### src/rtl/cpu_cache_ctrl.sv
// Direct-mapped write-back cache controller: tag/valid/dirty bookkeeping, CPU hold-off,
// and spill/fill burst sequencing against the sdramburst host port.
module cpu_cache_ctrl #(
  parameter int INDEX_BITS = 5,
  parameter int TAG_BITS   = 15
) (
  input  logic                  clk1x,
  input  logic                  reset,
  input  logic                  cpu_req,
  input  logic [23:0]           cpu_addr,
  input  logic                  cpu_write,
  output logic                  cpu_ack,
  output logic                  sd_rd,
  output logic                  sd_wr,
  output logic [23:0]           sd_addr,
  input  logic                  sd_ready,
  input  logic [2:0]            sd_burst_offset,
  output logic [INDEX_BITS-1:0] ram_line,
  output logic [2:0]            ram_offset,
  output logic                  ram_en,
  output logic                  ram_we,
  output logic                  busy
);

  localparam int LINES = 2 ** INDEX_BITS;

  typedef enum logic [2:0] {
    IDLE,
    ACK,
    SPILL_REQ,
    SPILL_WAIT,
    FILL_REQ,
    FILL_WAIT
  } state_t;

  state_t state, state_nxt;

  logic [LINES-1:0]    valid;
  logic [LINES-1:0]    dirty;
  logic [TAG_BITS-1:0] tag_mem [LINES];

  logic [INDEX_BITS-1:0] idx;
  logic [TAG_BITS-1:0]   tag;
  logic                  hit;
  logic                  last_beat;

  assign idx       = cpu_addr[4 +: INDEX_BITS];
  assign tag       = cpu_addr[23 -: TAG_BITS];
  assign hit       = valid[idx] && (tag_mem[idx] == tag);
  assign last_beat = sd_ready && (sd_burst_offset == 3'd7);
  assign busy      = (state != IDLE);

  // Byte offset within the line is not needed by the controller.
  logic unused_byte_offset;
  assign unused_byte_offset = ^cpu_addr[3:0];

  always_ff @(posedge clk1x) begin
    if (reset) begin
      state <= IDLE;
      valid <= '0;
      dirty <= '0;
    end else begin
      state <= state_nxt;
      case (state)
        IDLE:       if (cpu_req && hit && cpu_write) dirty[idx] <= 1'b1;
        SPILL_WAIT: if (last_beat) dirty[idx] <= 1'b0;
        FILL_WAIT: begin
          if (last_beat) begin
            valid[idx] <= 1'b1;
            dirty[idx] <= 1'b0;
          end
        end
        default: ;
      endcase
    end
  end

  always_ff @(posedge clk1x) begin
    if (!reset && state == FILL_WAIT && last_beat)
      tag_mem[idx] <= tag;
  end

  always_comb begin
    state_nxt  = state;
    cpu_ack    = 1'b0;
    sd_rd      = 1'b0;
    sd_wr      = 1'b0;
    sd_addr    = '0;
    ram_en     = 1'b0;
    ram_we     = 1'b0;
    ram_line   = idx;
    ram_offset = '0;
    case (state)
      IDLE: begin
        if (cpu_req) begin
          if (hit)                          state_nxt = ACK;
          else if (valid[idx] && dirty[idx]) state_nxt = SPILL_REQ;
          else                              state_nxt = FILL_REQ;
        end
      end
      ACK: begin
        cpu_ack   = 1'b1;
        state_nxt = IDLE;
      end
      SPILL_REQ: begin
        sd_wr     = 1'b1;
        sd_addr   = {tag_mem[idx], idx, 4'b0000};
        state_nxt = SPILL_WAIT;
      end
      SPILL_WAIT: begin
        ram_en     = 1'b1;
        ram_offset = sd_burst_offset;
        if (last_beat) state_nxt = FILL_REQ;
      end
      FILL_REQ: begin
        sd_rd     = 1'b1;
        sd_addr   = {cpu_addr[23:4], 4'b0000};
        state_nxt = FILL_WAIT;
      end
      FILL_WAIT: begin
        ram_en     = sd_ready;
        ram_we     = sd_ready;
        ram_offset = sd_burst_offset;
        if (last_beat) state_nxt = IDLE;
      end
      default: state_nxt = IDLE;
    endcase
  end

endmodule

### config.mk
export PLATFORM = sky130hd
export DESIGN_NAME = cpu_cache_ctrl
export DESIGN_NICKNAME = d
export VERILOG_FILES = /design/src/rtl/cpu_cache_ctrl.sv
export SDC_FILE = /design/constraint.sdc
export NUM_CORES = 1
export LEC_CHECK = 0
export CORE_MARGIN = 3
export CORE_UTILIZATION = 25
export DETAILED_ROUTE_END_ITERATION = 7
export PLACE_DENSITY_LB_ADDON = 0.08
export SYNTH_ARGS = -nofsm -noshare
export SYNTH_HDL_FRONTEND = slang
export SYNTH_SLANG_ARGS = --single-unit
### constraint.sdc
create_clock -name clk1x -period 3.09 [get_ports clk1x]
set_input_delay 0.4635 -clock clk1x [delete_from_list [all_inputs] [get_ports clk1x]]
set_output_delay 0.4635 -clock clk1x [all_outputs]
set_load 0.005 [all_outputs]
== After elaboration in Yosys (flattened, before gate mapping) ==
Memory sizes are Yosys's and may differ from the RTL's.
Index checks and enable logic that the tools add are counted.
Storage, ports and cells
  register bits after elaboration: 67
  RAM bits: 480
  input bits: 32
  output and inout port bits: 38
  memories: 1
Cells by class
  $lt $le $gt $ge: 2
  eq/ne operators: 12
  mux-type cells: 24
  bitwise gates (word level): 4
  reductions and logical operators: 16
Memories
  tag_mem: depth 32, width 15, rd ports 1, clocked after memory_dff 0, write ports 1, line 40  | logic [TAG_BITS-1:0] tag_mem [LINES];
Operator list (number)
  32-bit 2-to-1 mux: 2
  32-bit bitwise OR: 2
  32-bit case mux with 2 select lines: 1
  24-bit case mux with 2 select lines: 1
  32-bit bitwise AND: 1
  32-bit NOT: 1
  3-bit 2-to-1 mux: 6
  15-bit equality test: 1
  3-bit case mux with 5 select lines: 1
  1-bit binary-select mux with 5-bit select: 2
  3-bit equality test (second input constant): 3
  1-bit 2-to-1 mux: 9
  1-bit logical AND: 8
  2-bit inequality test (second input constant): 4
  3-bit by 2-bit equality test with 1-bit output (second input constant): 2
  5-bit by 6-bit < comparator with 1-bit output (second input constant): 1
  3-bit AND reduction: 2
  1-bit demux with 5-bit select: 1
  5-bit by 1-bit >= comparator with 1-bit output (second input constant): 1
  3-bit by 1-bit equality test with 1-bit output (second input constant): 1
  3-bit logical NOT: 1
  3-bit nonzero test: 1
  2-bit by 1-bit inequality test with 1-bit output (second input constant): 1
  1-bit case mux with 2 select lines: 1
  other kinds (4): 4

== Logic depth before layout (Yosys ltp) ==
  depth in word-level cells: 8
  depth in mapped cells: 13

== Least setup slack after synthesis ==
No wires, ideal clock.
  path kind: input to register
  start point: input cpu_addr[5]
  end point: memory tag_mem[27][0] (enable)
  setup time: 0.386 ns
  arrival: 2.774 ns
  required time: 2.704 ns
  slack: -0.070 ns
  stages: 9
  buffers on the path: 7
  path through: clkbuf_1 > buf_6 > buf_6 > buf_4 > buf_2 > buf_1 > nand3_1 > clkbuf_1 > nor2_1
RTL lines
  from (decl): line 10  | input logic [23:0] cpu_addr,
  to (decl): line 40
No word-level cell before the write port.

== Worst setup path after layout ==
  start point: input cpu_addr[7]
  end point: output sd_addr[14]
Between the ends
  longest elaborated chain between the ends: 2
Ends and longest elaborated chain
  memory read 32 x 15 bit
  24-bit case mux with 2 select lines: line 93  | case (state)
  to (decl): line 15  | output logic [23:0] sd_addr,
No other way between the ends.

==> reports/qor.csv <==
metric;value;unit
outcome;finished, final reports clean;
ys_types;45;
cts_made_buffers;68;
synth-seq-cells;547;
path_max_fanout;7;
place_hpwl;51200;um
min_period_over_period;98.5;%
ff2ff_path_depth;10;
vdd_ir_drop_max;0.361;mV
p_leak;10.9;nW
cp.required;2.63;ns
finalWeightedCongestion;0.766;
seqPwrFrac;45.9;%
cp_num_cells;12;
finClkSkew;0.0279;ns
synthFlopType;edfxtp_1;
design.core.area;88600;um^2
r2r-end;state[1];
crit_path_end;sd_addr[14];
hold_viol;0;
dr_total_vias;14089;
start_kind;input port;
drt-total-wl;80900;um
ys_seq_area_share;70.3;%
setup_violations;0;
ys_async_sr_fraction;0;%
cp-startpoint;cpu_addr[7];
drv_cap;0;
ant_nets;0;
nets;1826;
slowest_stage;nor4_2;
switching_share;22.2;%
max-slew-margin-rel;54.4;%
fin_crit;3.04;ns
dieArea;93300;um^2
gr-total-overflow;0;
grt_pass1_wl;114000;um
synth_cells;1423;
n_antenna_cell;0;
power_frac_comb;8.2;%
cts_sinks;547;
cp_num_buf_inv;7;
r2r_start;tag_mem[31][9];
arrival;2.58;ns
num_rows;109;
p_per_area;568;nW/um^2
end_kind;output pin;
cp_top_family;buffers and inverters;
clk_path_buf_depth;3;
crit_path_frequent_cell;buf_6;
p_clk_share;45.9;%
place_inst;2824;
viasPerCell;4.69;
p_total;0.0175;W
wire_per_inst;26.9;um
finalWorstSetupSlack;0.0463;ns
worstSetupPathType;input port to output pin;
synth_area;22400;um^2
cts_tree;built;
synth_edf_count;480;
grt_pass1_vias;14464;
final_cells;3007;
fin_util;34.8;%
rrSetupSlack;0.25;ns
area_growth;37.4;%
synth_warnings;0;
route.detailed.drc;0;
worst_pin_slew;0.683;ns
initial_core_util;25.3;%
internal_power;0.0136;W
cp_slowest_stage_delay;0.39;ns
clk_pin_slew;0.07;ns
antenna_found_initial;2;
path_cells;buf_2, buf_6, buf_6, nand4b_1, buf_6, buf_4, buf_4, o22ai_1, nor4_2, nand2_1, a22o_1, dlygate4sd2_1;
tns;0;ns
fmax;329;MHz
syn_avg_cell_area;15.8;um^2
hold_path_class;input port to register;
dp_slack;-1.01;ns
drtIter0Drc;861;
drive_gt1_share;34.6;%
h-tree-depth;3;
insertion_delay;0.61;ns
slew_violations;0;
grtUsageTotal;17.3;%
num_io_pins;70;
first_pass_iters;7;
clockRootBuffer;clkbuf_16;
die_w;305;um
die_h;305;um
grt_max_degree;68;
p_sw;0.00388;W
portBuffers;61;
## state kept, by name (all words and copies together) (netlist names), named ones only
register and flops:
state 3, tag_mem 480, valid 32
## synth_stat cells (all sizes together) (4+ instances only)
library cell	count	area share, %
a22o	49	1.9
or4b	4	0.18
and2	10	0.28
nand2	30	0.50
buf	67	2.2
nand2b	4	0.11
mux2i	240	11
xnor2	9	0.59
dfxtp	67	6.0
edfxtp	480	64
a21oi	37	0.83
inv	33	0.55
and3	8	0.22
nor3	36	0.80
nand4b	4	0.16
nor2b	11	0.31
a22oi	8	0.27
nand4bb	6	0.30
o22ai	152	4.2
clkbuf	40	0.67
nor4	36	1.4
mux4	16	1.6
nand4	10	0.41
nor2	43	0.72
## worst min-delay path: stages
cell	delay (ns)
buf_2	0.13
nor3_1	0.10
nand2_1	0.10
buf_4	0.13
o22ai_1	0.06
## repair_timing
action | 4_1_cts | 5_1_grt
gates cloned | 7 | 2
gates resized for setup | 220 | 40
setup buffers | 57 | 9
endpoints found under the setup margin | 50 | 51
pin swaps | 43 | 37
endpoints found under the hold margin | 0 | 0
hold buffers | 0 | 0
## power by group through the flow
stage          clock (W)  sequential [W]  combinational [W]
6_report         0.00803         0.00804            0.00143
4_1_cts          0.00826         0.00804            0.00142
5_1_grt          0.00856         0.00803            0.00153
3_3_place_gp           0         0.00819            0.00122
3_5_place_dp           0         0.00819            0.00122
2_1_floorplan          0         0.00819           0.000553
## layout by cell type, fill, tap and decap left out, drive strengths merged, types with 2 or more instances in the layout
cell type,netlist,layout
or3,2,2
or4b,4,4
nand4b,4,4
mux4,16,16
nand3,3,3
buf,67,350
clkdlybuf4s15,0,6
nand2,30,30
a21bo,2,2
edfxtp,480,480
xnor2,9,9
and3,8,8
clkdlybuf4s50,0,40
dlygate4sd2,0,5
or4,3,3
o22ai,152,152
dfxtp,67,67
a21oi,37,37
nor2b,11,11
a22oi,8,8
nor2,43,43
nand4,10,10
and2,10,10
nand4bb,6,6
mux2i,240,240
conb,1,4
a22o,49,49
clkbuf,40,92
bufinv,0,8
nand3b,3,3
nand2b,4,4
nor3,36,36
inv,33,37
nor4,36,36
clkinv,0,17
## per-stage QoR
step	cell area (um^2)	hold slack (ns)
after floorplan	22400	0.443
after global placement	26800	0.456
after detailed placement	26800	0.463
after CTS	30600	0.410
after global routing	30800	0.442
final	30800	0.431
## layer usage
layer | track usage, % | part of all wire [%] | vias to the layer above | wire length (um)
li1 | - | - | 6416 | -
met1 | 23.7 | 46 | 7247 | 37100
met2 | 28.2 | 48 | 338 | 38500
met3 | 3.40 | 4.5 | 88 | 3670
met4 | 4.15 | 2.0 | 0 | 1610
met5 | 0 | 0 | - | 0
## cell type report
class | count | area [um^2]
Sequential cell | 547 | 15800
Timing Repair Buffer | 405 | 4180
Fill cell | 8479 | 57800
Tap cell | 1165 | 1460
Multi-Input combinational cell | 739 | 7050
Clock inverter | 29 | 370
Inverter | 33 | 124
Clock buffer | 89 | 1860
## how the worst min path moves through the flow
| stage | endpoint | startpoint | cells after the start |
|---|---|---|---|
| after floorplan | register | register | 1 |
| after global placement | valid[25] | valid[25] | 2 |
| after detailed placement | valid[22] | valid[22] | 2 |
| after CTS | state[0] | reset | 3 |
| after global routing | state[2] | reset | 3 |
| final | valid[18] | reset | 5 |
## kinds of logic after synthesis
kind of cell | count (synthesis) | share of synthesized area [%]
flops | 547 | 70.3
mux | 257 | 12.4
compound gates | 253 | 7.53
simple gates | 216 | 5.83
buf+inv | 140 | 3.40
xor+xnor | 9 | 0.586
other cells | 1 | 0.0167
Power figures use the tool's default switching activity.
